==> src/rtl/uart_tx_arbiter.sv <==
// ---------------------------------------------------------------------------
// uart_tx_arbiter
//   Shares the UART TX FIFO write port between two message sources (the
//   debugger response stream and a dump streamer). Each source offers a
//   1-4 byte message (32-bit word + size code). A round-robin arbiter grants
//   the port. The granted message is written to the FIFO most-significant
//   byte first, and the source gets a one-cycle ack. Messages from the two
//   sources never interleave.
//
// Ports
//   clk        in   system clock, rising edge
//   reset      in   asynchronous reset, active low
//   req0/1     in   request, held high until the matching ack
//   data0/1    in   [31:0] message word, sampled only at grant
//   size0/1    in   [1:0] byte count minus one
//   ack0/1     out  one-cycle pulse, message fully written
//   wr_full    in   TX FIFO full
//   wr         out  FIFO write strobe (combinational on wr_full)
//   w_data     out  [7:0] FIFO write data
//   busy       out  high while a message is owned (state != IDLE)
//   grant      out  owner of the current message, valid while busy
//   dbg_state  out  [1:0] FSM state: 0 IDLE, 1 SEND, 2 DONE
//
// Handshake: a source raises reqN and holds it and its data/size. The data is
// captured on the edge that leaves IDLE. The source samples ackN=1 during
// DONE and drops reqN on that same edge, so reqN is already low in the IDLE
// cycle that follows. The FIFO side is plain valid/full: a byte transfers
// on every rising edge where wr=1, which means SEND and !wr_full.
// ---------------------------------------------------------------------------
module uart_tx_arbiter (
  input  logic        clk,
  input  logic        reset,
  input  logic        req0,
  input  logic [31:0] data0,
  input  logic [1:0]  size0,
  output logic        ack0,
  input  logic        req1,
  input  logic [31:0] data1,
  input  logic [1:0]  size1,
  output logic        ack1,
  input  logic        wr_full,
  output logic        wr,
  output logic [7:0]  w_data,
  output logic        busy,
  output logic        grant,
  output logic [1:0]  dbg_state
);

  typedef enum logic [1:0] {
    ST_IDLE = 2'd0,
    ST_SEND = 2'd1,
    ST_DONE = 2'd2
  } state_t;

  state_t      r_state;
  logic [31:0] r_shift;
  logic [1:0]  r_cnt;
  logic        r_grant;
  logic        r_ptr;     // last client served; reset to 1 so client 0 wins the first tie

  logic        w_any;
  logic        w_pick;
  logic [31:0] w_sel_data;
  logic [1:0]  w_sel_size;
  logic [31:0] w_aligned;

  // Arbitration: a lone requester wins. On a tie, the client not served last wins.
  always_comb begin
    w_any  = req0 | req1;
    w_pick = 1'b0;
    if (req0 && req1) begin
      w_pick = ~r_ptr;
    end else begin
      w_pick = req1;
    end
    w_sel_data = w_pick ? data1 : data0;
    w_sel_size = w_pick ? size1 : size0;
    // Left-justify the message so its first byte sits in [31:24].
    w_aligned = w_sel_data;
    case (w_sel_size)
      2'd0:    w_aligned = {w_sel_data[7:0],  24'h000000};
      2'd1:    w_aligned = {w_sel_data[15:0], 16'h0000};
      2'd2:    w_aligned = {w_sel_data[23:0], 8'h00};
      default: w_aligned = w_sel_data;
    endcase
  end

  always_ff @(posedge clk or negedge reset) begin
    if (!reset) begin
      r_state <= ST_IDLE;
      r_shift <= 32'h0;
      r_cnt   <= 2'd0;
      r_grant <= 1'b0;
      r_ptr   <= 1'b1;
    end else begin
      case (r_state)
        ST_IDLE: begin
          if (w_any) begin
            r_grant <= w_pick;
            r_shift <= w_aligned;
            r_cnt   <= w_sel_size;
            r_state <= ST_SEND;
          end
        end
        ST_SEND: begin
          // A full FIFO stalls everything, so w_data stays on the pending byte.
          if (!wr_full) begin
            r_shift <= {r_shift[23:0], 8'h00};
            if (r_cnt == 2'd0) begin
              r_state <= ST_DONE;
            end else begin
              r_cnt <= r_cnt - 2'd1;
            end
          end
        end
        ST_DONE: begin
          r_ptr   <= r_grant;
          r_state <= ST_IDLE;
        end
        default: begin
          r_state <= ST_IDLE;
        end
      endcase
    end
  end

  // The shift register is empty outside SEND, so w_data reads 0 when idle.
  assign wr        = (r_state == ST_SEND) && !wr_full;
  assign w_data    = r_shift[31:24];
  assign ack0      = (r_state == ST_DONE) && !r_grant;
  assign ack1      = (r_state == ST_DONE) &&  r_grant;
  assign busy      = (r_state != ST_IDLE);
  assign grant     = r_grant;
  assign dbg_state = r_state;

endmodule

==> config.mk <==
export PLATFORM = sky130hd
export DESIGN_NAME = uart_tx_arbiter
export DESIGN_NICKNAME = d
export VERILOG_FILES = /design/src/rtl/uart_tx_arbiter.sv
export SDC_FILE = /design/constraint.sdc
export NUM_CORES = 1
export LEC_CHECK = 0
export BUFFER_PORTS_ARGS = -buffer_cell sky130_fd_sc_hd__buf_2
export CAP_MARGIN = 20
export CORE_MARGIN = 4
export CORE_UTILIZATION = 30
export CTS_BUF_LIST = sky130_fd_sc_hd__clkbuf_8
export CTS_CLUSTER_DIAMETER = 40
export DETAILED_ROUTE_END_ITERATION = 8
export GPL_ROUTABILITY_DRIVEN = 0
export MAX_ROUTING_LAYER = met4
export PLACE_DENSITY = 0.63
export SETUP_SLACK_MARGIN = 0.02
export SYNTH_ARGS = -nofsm -noshare
export SYNTH_HDL_FRONTEND = slang
export SYNTH_SLANG_ARGS = --single-unit
==> constraint.sdc <==
create_clock -name clk -period 1.6 [get_ports clk]
set_clock_uncertainty 0.15 [all_clocks]
set_input_delay 0.16 -clock clk [delete_from_list [all_inputs] [get_ports clk]]
set_output_delay 0.16 -clock clk [all_outputs]
set_load 0.01 [all_outputs]
==> results.md, run 1 <==
- The internal reg-to-reg setup slack is -0.26 ns.
- The total power per unit cell area is 1304 mW/mm^2.
- The cell at the root of the clock tree is sky130_fd_sc_hd__clkbuf_8.
- The clock slew seen by the registers of the worst setup and hold paths is 0.08 ns.
- The kind of end point of the critical path is a flip-flop.
- The number of nets produced by synthesis is 423.
- Ranked by total cell area, the synthesized netlist is headed by sky130_fd_sc_hd__dfrtp_1, sky130_fd_sc_hd__mux2i_1, sky130_fd_sc_hd__mux2_2.
- In this run the tool buffered the top-level ports with 87 buffer cells.
- The instance count after placement with tap cells included is 586.
- The first global-routing pass estimated 16980 microns of wire.
- The average instance area after synthesis is 8.522 sq um.
- The fraction of the cycle the final worst path needs is 116.3%.
- The tree built by TritonCTS fans out to 38 sinks.
- 88 I/O pins were placed.
- The launch point of the worst path is r_ptr.
- Across all setup checks in the final design, the least slack found is -0.2608 ns.
- In this run the remaining antenna-violating nets after routing total 0.
- Of the total power, registers draw 25.0%.
- The fraction of final layout cells with drive strength greater than 1 is 53.29%.
- The worst min-delay path startpoint is data0[2].
- The finished layout holds 619 standard cells, fillers aside.
- Setup violations remaining at the end of the flow were counted as 35.
- The die is 107.6 microns wide.
- The post-route minimum period is 1.861 ns.
- Counting along the longest clock path gives a buffer depth of 2.
- For this design the static power due to leakage is 2.217 nW.
- The worst slew margin relative to its limit is 74.31%.
- The area added between synthesis and finish is 65.63%.
- The max-slew violation count is 0.
- Across the run, the number of max-cap violations was 0.
- In this run switching power makes up 39.95% of total power.
- The number of antenna diodes in the final layout is 0.
- Across all hold checks on the routed design, the worst slack comes to 0.04430 ns.
- In this run the critical register-to-register path is launched from r_ptr.
- In the final design database the tool counted 559 nets.
- The number of hold violations in the final report came to 0.
- For the worst-skew pair, the clock arrives at the later sink with an insertion delay of 0.30 ns.
- Setup repair after global routing could not meet its margin everywhere.
- The first-pass iteration count of the detailed router is 4.
- The worst setup path is launched from a flip-flop.
- The floorplan core area is 0.009729 sq mm.
- The largest total area in the synthesized netlist belongs to sky130_fd_sc_hd__dfrtp_1.
- The H-tree level count is 2.
- Along the worst path, the maximum fanout reaches 6.
- The synthesized netlist occupies a cell area of 0.002974 sq mm.
- The share of the Yosys chip area taken by registers is 32.02%.
- Detailed placement ended at an HPWL of 7293 microns.
- Counting flops and latches in the post-synthesis netlist gives 38.
- For this run, the number of Yosys warnings is 0.
- In this run the core area contains 36 standard-cell rows.
- The worst register-to-register path ends at r_shift[16].
- The pin count of the biggest net entering global routing is 39.
- The utilization after layout is 50.63%.
- The flow ran to the end, but the final reports show violations.
- The slew at the pin closest to its max-slew limit is 0.3746 ns.
- The overall power of the completed layout is 6.423 mW.
- The starting density of the core is 30.57%.
- The most critical setup path has its endpoint at r_shift[16].
- The number of vias per cell after detailed routing is 5.346.
- The logic gate share of total power is 62.7%.
- VDD sags by at most 731.3 uV.
- The required arrival time at the worst endpoint is 1.63 ns.
- Synthesis produced 349 cells.
- The maximum clock frequency is 537.4 MHz.
- The die is 107.6 microns tall.
- By startpoint and endpoint, the worst setup path is classified as reg2reg.
- The total congestion overflow after global routing is 0.
- The number of clock buffers added by TritonCTS is 5.
- The number of global-route vias before repair is 3351.
- The die area is 0.01157 sq mm.
- Measured in cells, the most critical reg-to-reg path has a length of 6.
- The top-area cell type share of the netlist area is 31.13%.
- For this block, the routed nets add up to 11300 microns of wire.
- The clock network is responsible for 12.3% of the overall power.
- The internal power component is 3.857 mW.
- The tightest min-delay check is of the in2reg type.
- The average detailed-routed wire length per instance is 18.26 microns.
- The initial antenna violation count is 0.
- Data arrives at the worst endpoint at 1.89 ns.
- The final reports fail on negative setup slack.
- The number of vias in the routed layout is 3309.
- After detailed routing, the number of remaining DRC violations is 0.
- The synthesized netlist contains 39 unique library cells.
- The switching power is 2.566 mW.
- The detailed router finished its first iteration with 203 violations.
- TritonCTS built the clock tree.
- In the global route stage, overall resource usage came out at 18.73%.
power by group through the flow:
stage	clock, mW	combinational (mW)	sequential [mW]
2_1_floorplan	0	1.79	1.56
3_3_place_gp	0	2.76	1.59
3_5_place_dp	0	2.81	1.60
4_1_cts	0.805	3.51	1.59
5_1_grt	0.846	4.34	1.66
6_report	0.788	4.03	1.61
sequential cells by signal, indices dropped and copies added, names as in the netlist:
name and flops:
dbg_state 2, r_ptr 1, r_cnt 2, r_shift 32, grant 1
kinds of logic after synthesis:
kind of cell    synth area share (%)
compound gates                 25.45
fa+ha+maj                     0.4206
flops                          32.02
buf+inv                        7.110
mux                            20.53
simple gates                   14.47
layout make-up:
cell class	count	area (sq um)
clock buffers	8	110.1
fillers	892	4803
flip-flops and latches	38	954.7
repair buffers	165	1323
well taps	133	166.4
inverters	7	28.78
multi-input cells	268	2344
cells in the final DEF (no fill, tap or decap), types with 4 or more instances in the layout:
master / count
sky130_fd_sc_hd__buf_2: 83
sky130_fd_sc_hd__buf_12: 7
sky130_fd_sc_hd__nor2b_1: 10
sky130_fd_sc_hd__or3_1: 6
sky130_fd_sc_hd__buf_16: 4
sky130_fd_sc_hd__inv_1: 6
sky130_fd_sc_hd__buf_4: 49
sky130_fd_sc_hd__nor2_1: 16
sky130_fd_sc_hd__nand2_1: 38
sky130_fd_sc_hd__mux2_2: 14
sky130_fd_sc_hd__nor2_4: 4
sky130_fd_sc_hd__and3_1: 7
sky130_fd_sc_hd__a2111oi_4: 6
sky130_fd_sc_hd__a221o_1: 6
sky130_fd_sc_hd__buf_6: 17
sky130_fd_sc_hd__mux2i_1: 33
sky130_fd_sc_hd__o21ai_1: 23
sky130_fd_sc_hd__o21ai_0: 15
sky130_fd_sc_hd__a21oi_1: 8
sky130_fd_sc_hd__clkbuf_8: 8
sky130_fd_sc_hd__a22oi_1: 7
sky130_fd_sc_hd__a21oi_2: 17
sky130_fd_sc_hd__mux2_4: 7
sky130_fd_sc_hd__a221oi_4: 6
sky130_fd_sc_hd__a211oi_4: 7
sky130_fd_sc_hd__dfrtp_1: 35
sky130_fd_sc_hd__o21ai_2: 5
Yosys cell counts:
| library cell | count |
|---|---|
| sky130_fd_sc_hd__clkbuf_1 | 11 |
| sky130_fd_sc_hd__mux2i_2 | 1 |
| sky130_fd_sc_hd__mux2i_1 | 36 |
| sky130_fd_sc_hd__dfstp_2 | 1 |
| sky130_fd_sc_hd__inv_1 | 7 |
| sky130_fd_sc_hd__nor3b_1 | 1 |
| sky130_fd_sc_hd__or3_1 | 7 |
| sky130_fd_sc_hd__buf_1 | 1 |
| sky130_fd_sc_hd__and2_1 | 1 |
| sky130_fd_sc_hd__a211oi_1 | 8 |
| sky130_fd_sc_hd__a211oi_2 | 1 |
| sky130_fd_sc_hd__a211o_1 | 1 |
| sky130_fd_sc_hd__ha_1 | 1 |
| sky130_fd_sc_hd__buf_4 | 8 |
| sky130_fd_sc_hd__nor2_1 | 20 |
| sky130_fd_sc_hd__o211ai_1 | 2 |
| sky130_fd_sc_hd__nand3_1 | 2 |
| sky130_fd_sc_hd__o21ai_1 | 8 |
| sky130_fd_sc_hd__nand2b_1 | 3 |
| sky130_fd_sc_hd__nor2b_1 | 10 |
| sky130_fd_sc_hd__buf_2 | 16 |
| sky130_fd_sc_hd__a221o_1 | 6 |
| sky130_fd_sc_hd__dfrtp_1 | 37 |
| sky130_fd_sc_hd__o21ai_0 | 35 |
| sky130_fd_sc_hd__nor3_1 | 2 |
| sky130_fd_sc_hd__a22oi_1 | 7 |
| sky130_fd_sc_hd__mux2_2 | 21 |
| sky130_fd_sc_hd__nand2_1 | 39 |
| sky130_fd_sc_hd__a31oi_1 | 2 |
| sky130_fd_sc_hd__a21oi_1 | 25 |
| sky130_fd_sc_hd__or2_2 | 1 |
| sky130_fd_sc_hd__and3_1 | 7 |
| sky130_fd_sc_hd__a221oi_1 | 6 |
| sky130_fd_sc_hd__a311o_1 | 1 |
| sky130_fd_sc_hd__a21boi_4 | 1 |
| sky130_fd_sc_hd__a2111oi_0 | 8 |
| sky130_fd_sc_hd__a222oi_1 | 2 |
| sky130_fd_sc_hd__a21o_1 | 2 |
| sky130_fd_sc_hd__a22o_1 | 1 |
layer usage:
layer | vias up | global-route usage (%) | routed length (microns)
met4 | 0 | 5.591 | 194
met1 | 1641 | 23.38 | 4783
met2 | 92 | 31.53 | 5903
met3 | 15 | 2.699 | 422
li1 | 1561 | - | -
met5 | - | - | 0
worst max-delay path, cell delays in order (launching register included):
cell and delay, ns:
sky130_fd_sc_hd__dfstp_2 0.39, sky130_fd_sc_hd__a21boi_4 0.31, sky130_fd_sc_hd__buf_6 0.16, sky130_fd_sc_hd__mux2i_4 0.26
sky130_fd_sc_hd__mux2i_1 0.11, sky130_fd_sc_hd__a222oi_1 0.29, sky130_fd_sc_hd__nand2_1 0.09
what timing repair did:
action                     4_1_cts  5_1_grt
cloned                           5        1
buffers inserted                 9       10
setup endpoints to repair       38       39
hold buffers                     1        0
hold endpoints to repair        38        0
resized for setup               69       69
pin swaps                       18       31
stage by stage:
stage	setup WS (ns)	TNS [ns]	cell area, sq um
floorplan	-0.1368	-2.149	3030
global placement	-0.3231	-5.755	3884
detailed placement	-0.3524	-6.509	3884
CTS	-0.2106	-4.513	4488
global route	-0.3504	-8.485	4926
finish	-0.2608	-6.091	4926
worst min-delay path by stage:
stage | end | slack [ns] | cells past startpoint
floorplan | dbg_state[0] | -0.29 | 0
CTS | r_shift[2] | 0.02 | 3
global route | r_shift[2] | 0.05 | 3
detailed placement | grant | -0.009 | 2
finish | r_shift[2] | 0.04 | 3
global placement | grant | -0.008 | 2
Note: power is estimated with default switching activity, not from simulation.
==> run 2, diff against run 1 <==
GPL_TIMING_DRIVEN = 0   (was not set)
==> run 2 against run 1 <==
Compared with the run above: the run still ends with negative setup slack left; combinational power is 9.4% lower; final area is 9.7% lower; clock-buffer cell count is 2 lower; total power is 1.9% lower; non-clock buffer count is 22 lower; sequential power hardly changed; utilization is 4.9 points lower; worst hold slack worse by 0.012 ns; first-iteration DRC count is 2.0% lower; wire length is 1.7% lower; die area stayed put; register-to-register slack worse by 0.04 ns; largest cell class unchanged; largest power group unchanged; highest routed layer unchanged.
==> results.md, run 2 (same netlist as run 1, synthesis figures left out) <==
- The flow ran to the end, but the final reports show violations.
- The checks that failed: negative setup slack.
- The CTS sink count was 38 (unchanged).
- The longest individual stage delay on the worst path came to 0.57 ns (+0.18 ns).
- The floorplan core area is 0.009729 sq mm (unchanged).
- The number of vias per cell after detailed routing is 5.539 (+3.6%).
- The class of the most critical hold timing path is in2reg.
- The clock slew seen by the registers of the worst setup and hold paths is 0.08 ns (about the same).
- The final layout net count is 539 (-3.6%).
- The leakage power summed over all cells is 2.018 nW (-9.0%).
- The total power per unit cell area came to 1416 mW/mm^2 (+8.6%).
- The worst-case clock buffer depth is 2 (unchanged).
- The wire length of the first global-routing pass is 16900 microns (-0.48%).
- STA classifies the critical path endpoint as a flip-flop.
- The kind of cell with the highest combined delay along the critical path is compound AO/OA/AOI/OAI gates.
- The number of hold violations in the final report is 0 (unchanged).
- The number of vias in the routed layout was 3318 (+0.27%).
- The sum of buffers and inverters on the critical path was 2 (+1).
- The flip-flop count of the largest register after layout is 32 (unchanged).
- The worst setup path category is reg2reg.
- The fraction of final layout cells with drive strength greater than 1 is 49.14% (-4.2 points).
- Setup repair after global routing could not meet its margin everywhere.
- The remaining design rule violation count is 0 (unchanged).
- The area occupied by multi-input gates is 0.002213 sq mm (-5.6%).
- The worst slew margin relative to its limit is 41.70% (-33 points).
- The H-tree level count was 2 (unchanged).
- The clock latency of the later-clocked register in the worst-skew pair came to 0.29 ns (about the same).
- The average detailed-routed wire length per instance was 18.56 microns (+1.6%).
- The worst-case setup slack after placement was -0.4294 ns (-0.07705 ns).
- The number of buffers added on ports was 86 (-1.1%).
- The peak supply drop is 623.7 uV (-15%).
- The number of global-route vias before repair came to 3278 (-2.2%).
- The worst slack on hold paths is 0.03278 ns (-0.01153 ns).
- The final count of negative-setup-slack endpoints was 37 (+5.7%).
- The clock buffer count from CTS is 5 (unchanged).
- The slew at the pin closest to its max-slew limit came to 0.8745 ns (+0.5000 ns).
- The die area is 0.01157 sq mm (unchanged).
- The depth of the worst hold-timing path is 3 (unchanged).
- On the critical path, the stage with the largest delay is an instance of sky130_fd_sc_hd__dfstp_2.
- The die extent in x was 107.6 microns (unchanged).
- The initial detailed-routing violation count is 199 (-2.0%).
- The tree is rooted in a sky130_fd_sc_hd__clkbuf_8.
- The die boundary height is 107.6 microns (unchanged).
- The number of cell rows was 36 (unchanged).
- The pin count of the biggest net entering global routing is 39 (unchanged).
- The starting density of the core is 30.57% (unchanged).
- The maximum clock frequency is 526.1 MHz (-2.1%).
- The depth of the worst register-to-register path is 7 (+1).
- The area added between synthesis and finish is 49.60%.
- The TritonCTS clock tree is done.
- The register cell area after layout came to 954.7 sq um (unchanged).
- Traced cell by cell, the critical path runs through a21boi_4, buf_12, buf_8, a211oi_1, a2111oi_2, a21oi_1, o21ai_0.
- The highest net fanout along the worst path is 10 (+4).
- The antenna diode count is 0 (unchanged).
- The worst setup path is launched from a flip-flop.
- The max-slew violation count is 0 (unchanged).
- The total wire length after detailed routing came to 11120 microns (-1.7%).
- The global-route usage over all layers is 18.75% (+0.021 points).
- The number of max-cap violations was 0 (unchanged).
- The number of top-level pins is 88 (unchanged).
- The first-pass iteration count of the detailed router is 5 (+1).
- The top cell types in the final layout, fill and taps aside, are sky130_fd_sc_hd__buf_2, sky130_fd_sc_hd__nand2_1, sky130_fd_sc_hd__mux2i_1, sky130_fd_sc_hd__dfrtp_1, sky130_fd_sc_hd__buf_4.
- The total congestion overflow after global routing came to 0 (unchanged).
- The library cell used most frequently in the layout, excluding fill and tap cells, is sky130_fd_sc_hd__buf_2.
- The fraction of the cycle the final worst path needs is 118.8% (+2.5 points).
- The required arrival time at the worst endpoint was 1.62 ns (about the same).
- The remaining antenna violation count is 0 (unchanged).
- The HPWL after detailed placement is 7794 microns (+6.9%).
- The count of filler cells inserted in the layout was 966 (+8.3%).
- The initial antenna violation count was 0 (unchanged).
- More flip-flops sit in one register than any other, and that register is r_shift.
- The critical path depth is 7 (+1).
- The final setup slack of the worst path came to -0.3008 ns (-0.03999 ns).
- The critical path arrival came to 1.92 ns (+0.03 ns).
- The post-route minimum period is 1.901 ns (+0.03999 ns).
## run 2: cell types whose count changed in the layout (fill, tap and decap cells not counted), sizes merged
cell | previous run | this run
buf | 162 | 133
clkbuf | 9 | 14
bufinv | 0 | 2
mux2i | 37 | 38
nand2b | 3 | 4
## run 2: metrics by stage
step | area, sq um | util, % | power, mW | instances | setup TNS [ns]
after floorplan | 3030 | - | 3.346 | 349 | -2.149
final | 4449 | 45.73 | 6.299 | 599 | -7.677
after global placement | 3627 | 37.28 | 4.141 | 568 | -10.99
after CTS | 4214 | 43.31 | 5.861 | 590 | -7.638
after global routing | 4449 | 45.73 | 6.688 | 599 | -9.390
after detailed placement | 3627 | 37.28 | 4.163 | 568 | -11.43
## run 2: cell type report
cell class | count | share of cell area (%)
Clock inverter | 2 | 1.350
Inverter | 7 | 0.5906
Clock buffer | 6 | 1.856
Buffer | 34 | 6.327
Multi-Input combinational cell | 270 | 49.75
Sequential cell | 38 | 21.46
Timing Repair Buffer | 109 | 14.93
Tap cell | 133 | 3.740
## run 2: report_power, final
group	internal, mW	leakage, nW	switching, mW
sequential	1.35	0.484	0.273
combinational	1.78	1.46	1.86
clock	0.666	0.0714	0.361
## run 2: tightest hold or removal path, stage by stage
cell and delay [ns]:
sky130_fd_sc_hd__buf_2 0.10, sky130_fd_sc_hd__mux2i_1 0.08, sky130_fd_sc_hd__o21ai_2 0.11
## run 2: what timing repair did
| item | 4_1_cts | 5_1_grt |
|---|---|---|
| buffers inserted | 11 | 11 |
| pin swaps | 6 | 13 |
| endpoints found under the hold margin | 37 | 0 |
| setup endpoints to repair | 40 | 40 |
| gates cloned | 3 | 1 |
| resized for setup | 72 | 48 |
| hold buffers | 1 | 0 |
## run 2: worst paths after layout
| check | start | to | slack (ns) |
|---|---|---|---|
| max | r_ptr | r_shift[8] | -0.30 |
| min in group asynchronous | reset | r_shift[3] | 0.37 |
| max in group asynchronous | reset | dbg_state[1] | 0.32 |
| min reg2reg | r_shift[14] | r_shift[14] | 0.34 |
| max reg2reg | r_ptr | r_shift[8] | -0.30 |
| min | data1[5] | r_shift[5] | 0.03 |
## run 2: metal layers
metal / part of all wire (%) / up-vias / track usage (%)
met5: 0 / - / -
met4: 2.2 / 0 / 4.328
met3: 7.0 / 22 / 2.819
met2: 48 / 161 / 30.73
met1: 42 / 1613 / 24.55
li1: - / 1522 / -
==> run 3, diff against run 2 <==
ABC_AREA = 1   (was not set)
==> run 3 against run 2 <==
Compared with the run above: flip-flop and latch count unchanged; clock-buffer cell count unchanged; clock power decreased by 35%; synthesized cell count increased by 30%; non-clock buffer count decreased by 8; the flow still finishes with violations (negative setup slack); largest power group unchanged; die area decreased by 3.3%; register-to-register slack got worse by 0.02 ns; cell count increased by 16%; critical endpoint is now r_shift[22]; combinational power increased by 12%; sequential power increased by 2%; final area decreased by 9.5%.
==> results.md, run 3 <==
- The flow ran to the end, but the final reports show violations.
- The checks that failed: negative setup slack.
- The mapped cell area is 0.002868 sq mm (-3.6%).
- The critical path arrival is 1.99 ns (+0.07 ns).
- The number of buffers added on ports was 87 (+1.2%).
- Setup repair after global routing could not meet its margin everywhere.
- The largest total area in the synthesized netlist belongs to sky130_fd_sc_hd__dfrtp_1.
- The internal reg-to-reg setup slack was -0.32 ns (-0.02 ns).
- Ranked by total cell area, the synthesized netlist is headed by sky130_fd_sc_hd__dfrtp_1, sky130_fd_sc_hd__nand2_1, sky130_fd_sc_hd__nand3_1.
- The register bit total from synthesis is 38 (unchanged).
- The CTS sink count is 38 (unchanged).
- The pin count of the biggest net entering global routing is 39 (unchanged).
- The area occupied by multi-input gates came to 0.001822 sq mm (-18%).
- The register cell area after layout was 952.2 sq um (-0.26%).
- The slew at the pin closest to its max-slew limit is 0.8526 ns (-0.02192 ns).
- The count of filler cells inserted in the layout is 995 (+3.0%).
- The portion of netlist area occupied by mux cells is 0% (-21 points).
- The number of top-level pins is 88 (unchanged).
- The primary flip-flop cell chosen by synthesis mapping is sky130_fd_sc_hd__dfrtp_1.
- The number of global-route vias before repair is 3082 (-6.0%).
- The sum of negative setup slack is -8.034 ns (-0.3566 ns).
- The final count of negative-setup-slack endpoints is 34 (-8.1%).
- The peak supply drop was 552.8 uV (-11%).
- The worst-case clock buffer depth is 2 (unchanged).
- In this run the clock root is driven by a sky130_fd_sc_hd__clkbuf_8.
- The average detailed-routed wire length per instance is 13.78 microns (-26%).
- The async set-or-reset flop fraction in the synthesized netlist is 100.0% (unchanged).
- The total congestion overflow after global routing is 0 (unchanged).
- The average instance area after synthesis is 6.317 sq um (-26%).
- The final layout net count is 639 (+19%).
- The HPWL after detailed placement was 7148 microns (-8.3%).
- The remaining design rule violation count came to 0 (unchanged).
- The xor and xnor fraction of the mapped netlist area was 0% (unchanged).
- The number of hold violations in the final report is 0 (unchanged).
- The worst setup path is captured at a flip-flop.
- The total power per unit cell area is 1599 mW/mm^2 (+13%).
- The worst hold path belongs to the class in2reg.
- More flip-flops sit in one register than any other, and that register is r_shift.
- The first-pass iteration count of the detailed router is 4 (-1).
- Leaving out fill and tap cells, the most frequent cells in the layout are sky130_fd_sc_hd__nand2_1, sky130_fd_sc_hd__buf_2, sky130_fd_sc_hd__nor2_1, sky130_fd_sc_hd__nand3_1, sky130_fd_sc_hd__dfrtp_1.
- The initial detailed-routing violation count was 223 (+12%).
- The most common cell in the synthesized netlist is sky130_fd_sc_hd__nand2_1.
- The initial antenna violation count came to 0 (unchanged).
- STA classifies the critical path startpoint as a flip-flop.
- The depth of the worst register-to-register path came to 10 (+3).
- The cell count after synthesis was 454 (+30%).
- The H-tree level count came to 2 (unchanged).
- The worst slack on hold paths is 0.1237 ns (+0.09097 ns).
- The signal on the critical path passes through nand2_4, buf_6, nand3b_4, nand2_4, buf_12, nor2_4, nand2_1, nand3_2, nand2_1, a21oi_1.
- The die extent in x came to 105.8 microns (-1.7%).
- The max-slew violation count is 0 (unchanged).
- By area, the combinational part of the netlist is dominated by simple AND/OR/NAND/NOR gates.
- The leakage power summed over all cells is 2.140 nW (+6.0%).
- The overall power of the completed layout is 6.439 mW (+2.2%).
- The area fraction in compound gates after synthesis is 13.09% (-12 points).
- The number of cell rows was 35 (-2.8%).
- By count the netlist is led by sky130_fd_sc_hd__nand2_1, sky130_fd_sc_hd__nand3_1, sky130_fd_sc_hd__nor2_1, sky130_fd_sc_hd__dfrtp_1, sky130_fd_sc_hd__a21oi_1.
- The critical path in this run is classified as reg2reg.
- The TritonCTS clock tree is done.
- The commonest non-fill, non-tap cell in the layout is sky130_fd_sc_hd__nand2_1.
- The total wire length after detailed routing is 9578 microns (-14%).
- The number of vias per cell after detailed routing was 4.741 (-14%).
- The count of flip-flops with a built-in enable after synthesis is 0 (unchanged).
- The required arrival time at the worst endpoint is 1.67 ns (+0.05 ns).
- The depth of the worst hold-timing path is 5 (+2).
- The count of different cell masters after synthesis is 27 (-31%).
- The number of nets produced by synthesis is 528 (+25%).
- The fraction of the cycle the final worst path needs came to 120.2% (+1.4 points).
- The longest individual stage delay on the worst path is 0.57 ns (about the same).
- The flip-flop count of the largest register after layout is 32 (unchanged).
- The highest net fanout along the worst path is 8 (-2).
- The fraction of final layout cells with drive strength greater than 1 is 36.75% (-12 points).
- The clock latency of the later-clocked register in the worst-skew pair is 0.29 ns (about the same).
- The remaining antenna violation count was 0 (unchanged).
- The number of max-cap violations is 0 (unchanged).
- From synthesis to final layout, the design area changed by 40.40%.
- The sum of buffers and inverters on the critical path came to 2 (unchanged).
- The worst slew margin relative to its limit is 43.16% (+1.5 points).
- The post-route minimum period is 1.924 ns (+0.02287 ns).
- The dominant delay contributor by cell family on the critical path is simple AND/OR/NAND/NOR gates.
- The antenna diode count came to 0 (unchanged).
- The critical path depth was 10 (+3).
- The die area is 0.01119 sq mm (-3.3%).
- The floorplan core area is 0.009284 sq mm (-4.6%).
- The register area share after synthesis is 33.20% (+1.2 points).
- The adder-cell share of the synthesized area is 0.4363% (+0.016 points).
- The area of all placed cells without fillers is 0.004026 sq mm (-9.5%).
- The final setup slack of the worst path is -0.3237 ns (-0.02287 ns).
- The post-placement cell area was 0.003510 sq mm (-3.2%).
- The synthesized-area fraction occupied by and/or/nand/nor cells is 41.23% (+27 points).
- The maximum clock frequency was 519.8 MHz (-1.2%).
- The clock buffer count from CTS is 5 (unchanged).
- The die boundary height was 105.8 microns (-1.7%).
- The number of vias in the routed layout is 3295 (-0.69%).
- The clock slew seen by the registers of the worst setup and hold paths is 0.08 ns (about the same).
- The starting density of the core is 30.89% (+0.32 points).
- The global-route usage over all layers is 16.84% (-1.9 points).
- The top-area cell type share of the netlist area is 32.29% (+1.2 points).
- The wire length of the first global-routing pass is 14980 microns (-11%).
- The yosys synthesis warning count is 0 (unchanged).
- The slowest stage of the critical path is the sky130_fd_sc_hd__dfstp_2 cell.
## run 3: layer usage
layer	track usage [%]	routed length (microns)	vias to the layer above
met2	26.82	4566	124
met3	1.225	512	22
met4	7.401	363	0
li1	-	-	1677
met5	-	0	-
met1	22.05	4135	1472
## run 3: cells by family after synthesis
logic type / count (synthesis)
and+or+nand+nor: 282
AOI/OAI and AO/OA: 69
DFF: 38
buffers and inverters: 64
adders and majority gates: 1
## run 3: cell type report
class,count,share of cell area [%]
buffer,34,7.272
clock buffer,6,2.051
clock inverter,2,0.2175
inverter,30,2.952
multi-input combinational,354,45.25
sequential,38,23.65
tap,129,4.009
timing repair buffer,101,14.42
timing repair inverter,1,0.1865
## run 3: final timing paths
kind,startpoint,end
setup / recovery,r_ptr,r_shift[22]
hold / removal,data0[1],r_shift[1]
setup reg to reg,r_ptr,r_shift[22]
hold reg to reg,r_shift[24],r_shift[24]
max in group asynchronous,reset,r_shift[28]
min in group asynchronous,reset,grant
## run 3: where the power goes
part / leakage [nW] / switching (mW) / total [mW] / internal [mW]
Sequential: 0.468 / 0.240 / 1.67 / 1.43
Clock: 0.0524 / 0.329 / 0.670 / 0.341
Combinational: 1.62 / 2.46 / 4.10 / 1.64
## run 3: per-stage QoR
step | setup slack, ns | cells | util (%)
after floorplan | -0.02161 | 454 | -
after global placement | -0.3658 | 670 | 37.80
after detailed placement | -0.3774 | 670 | 37.80
after CTS | -0.2628 | 685 | 40.24
after global routing | -0.4084 | 695 | 43.37
final | -0.3237 | 695 | 43.37
## run 3: worst reg2reg max path, delay by kind of cell (launching register included)
family | cells | cell delay, ns
AO/OA/AOI/OAI | 1 | 0.12
flip-flops | 1 | 0.57
AND/OR/NAND/NOR | 7 | 0.73
buffers and inverters | 2 | 0.29
## run 3: timing repair
item,in CTS,in global routing
gates cloned,2,5
pin swaps,3,9
hold buffers,2,0
setup endpoints to repair,37,37
resized for setup,27,51
buffers inserted,3,5
endpoints found under the hold margin,38,0
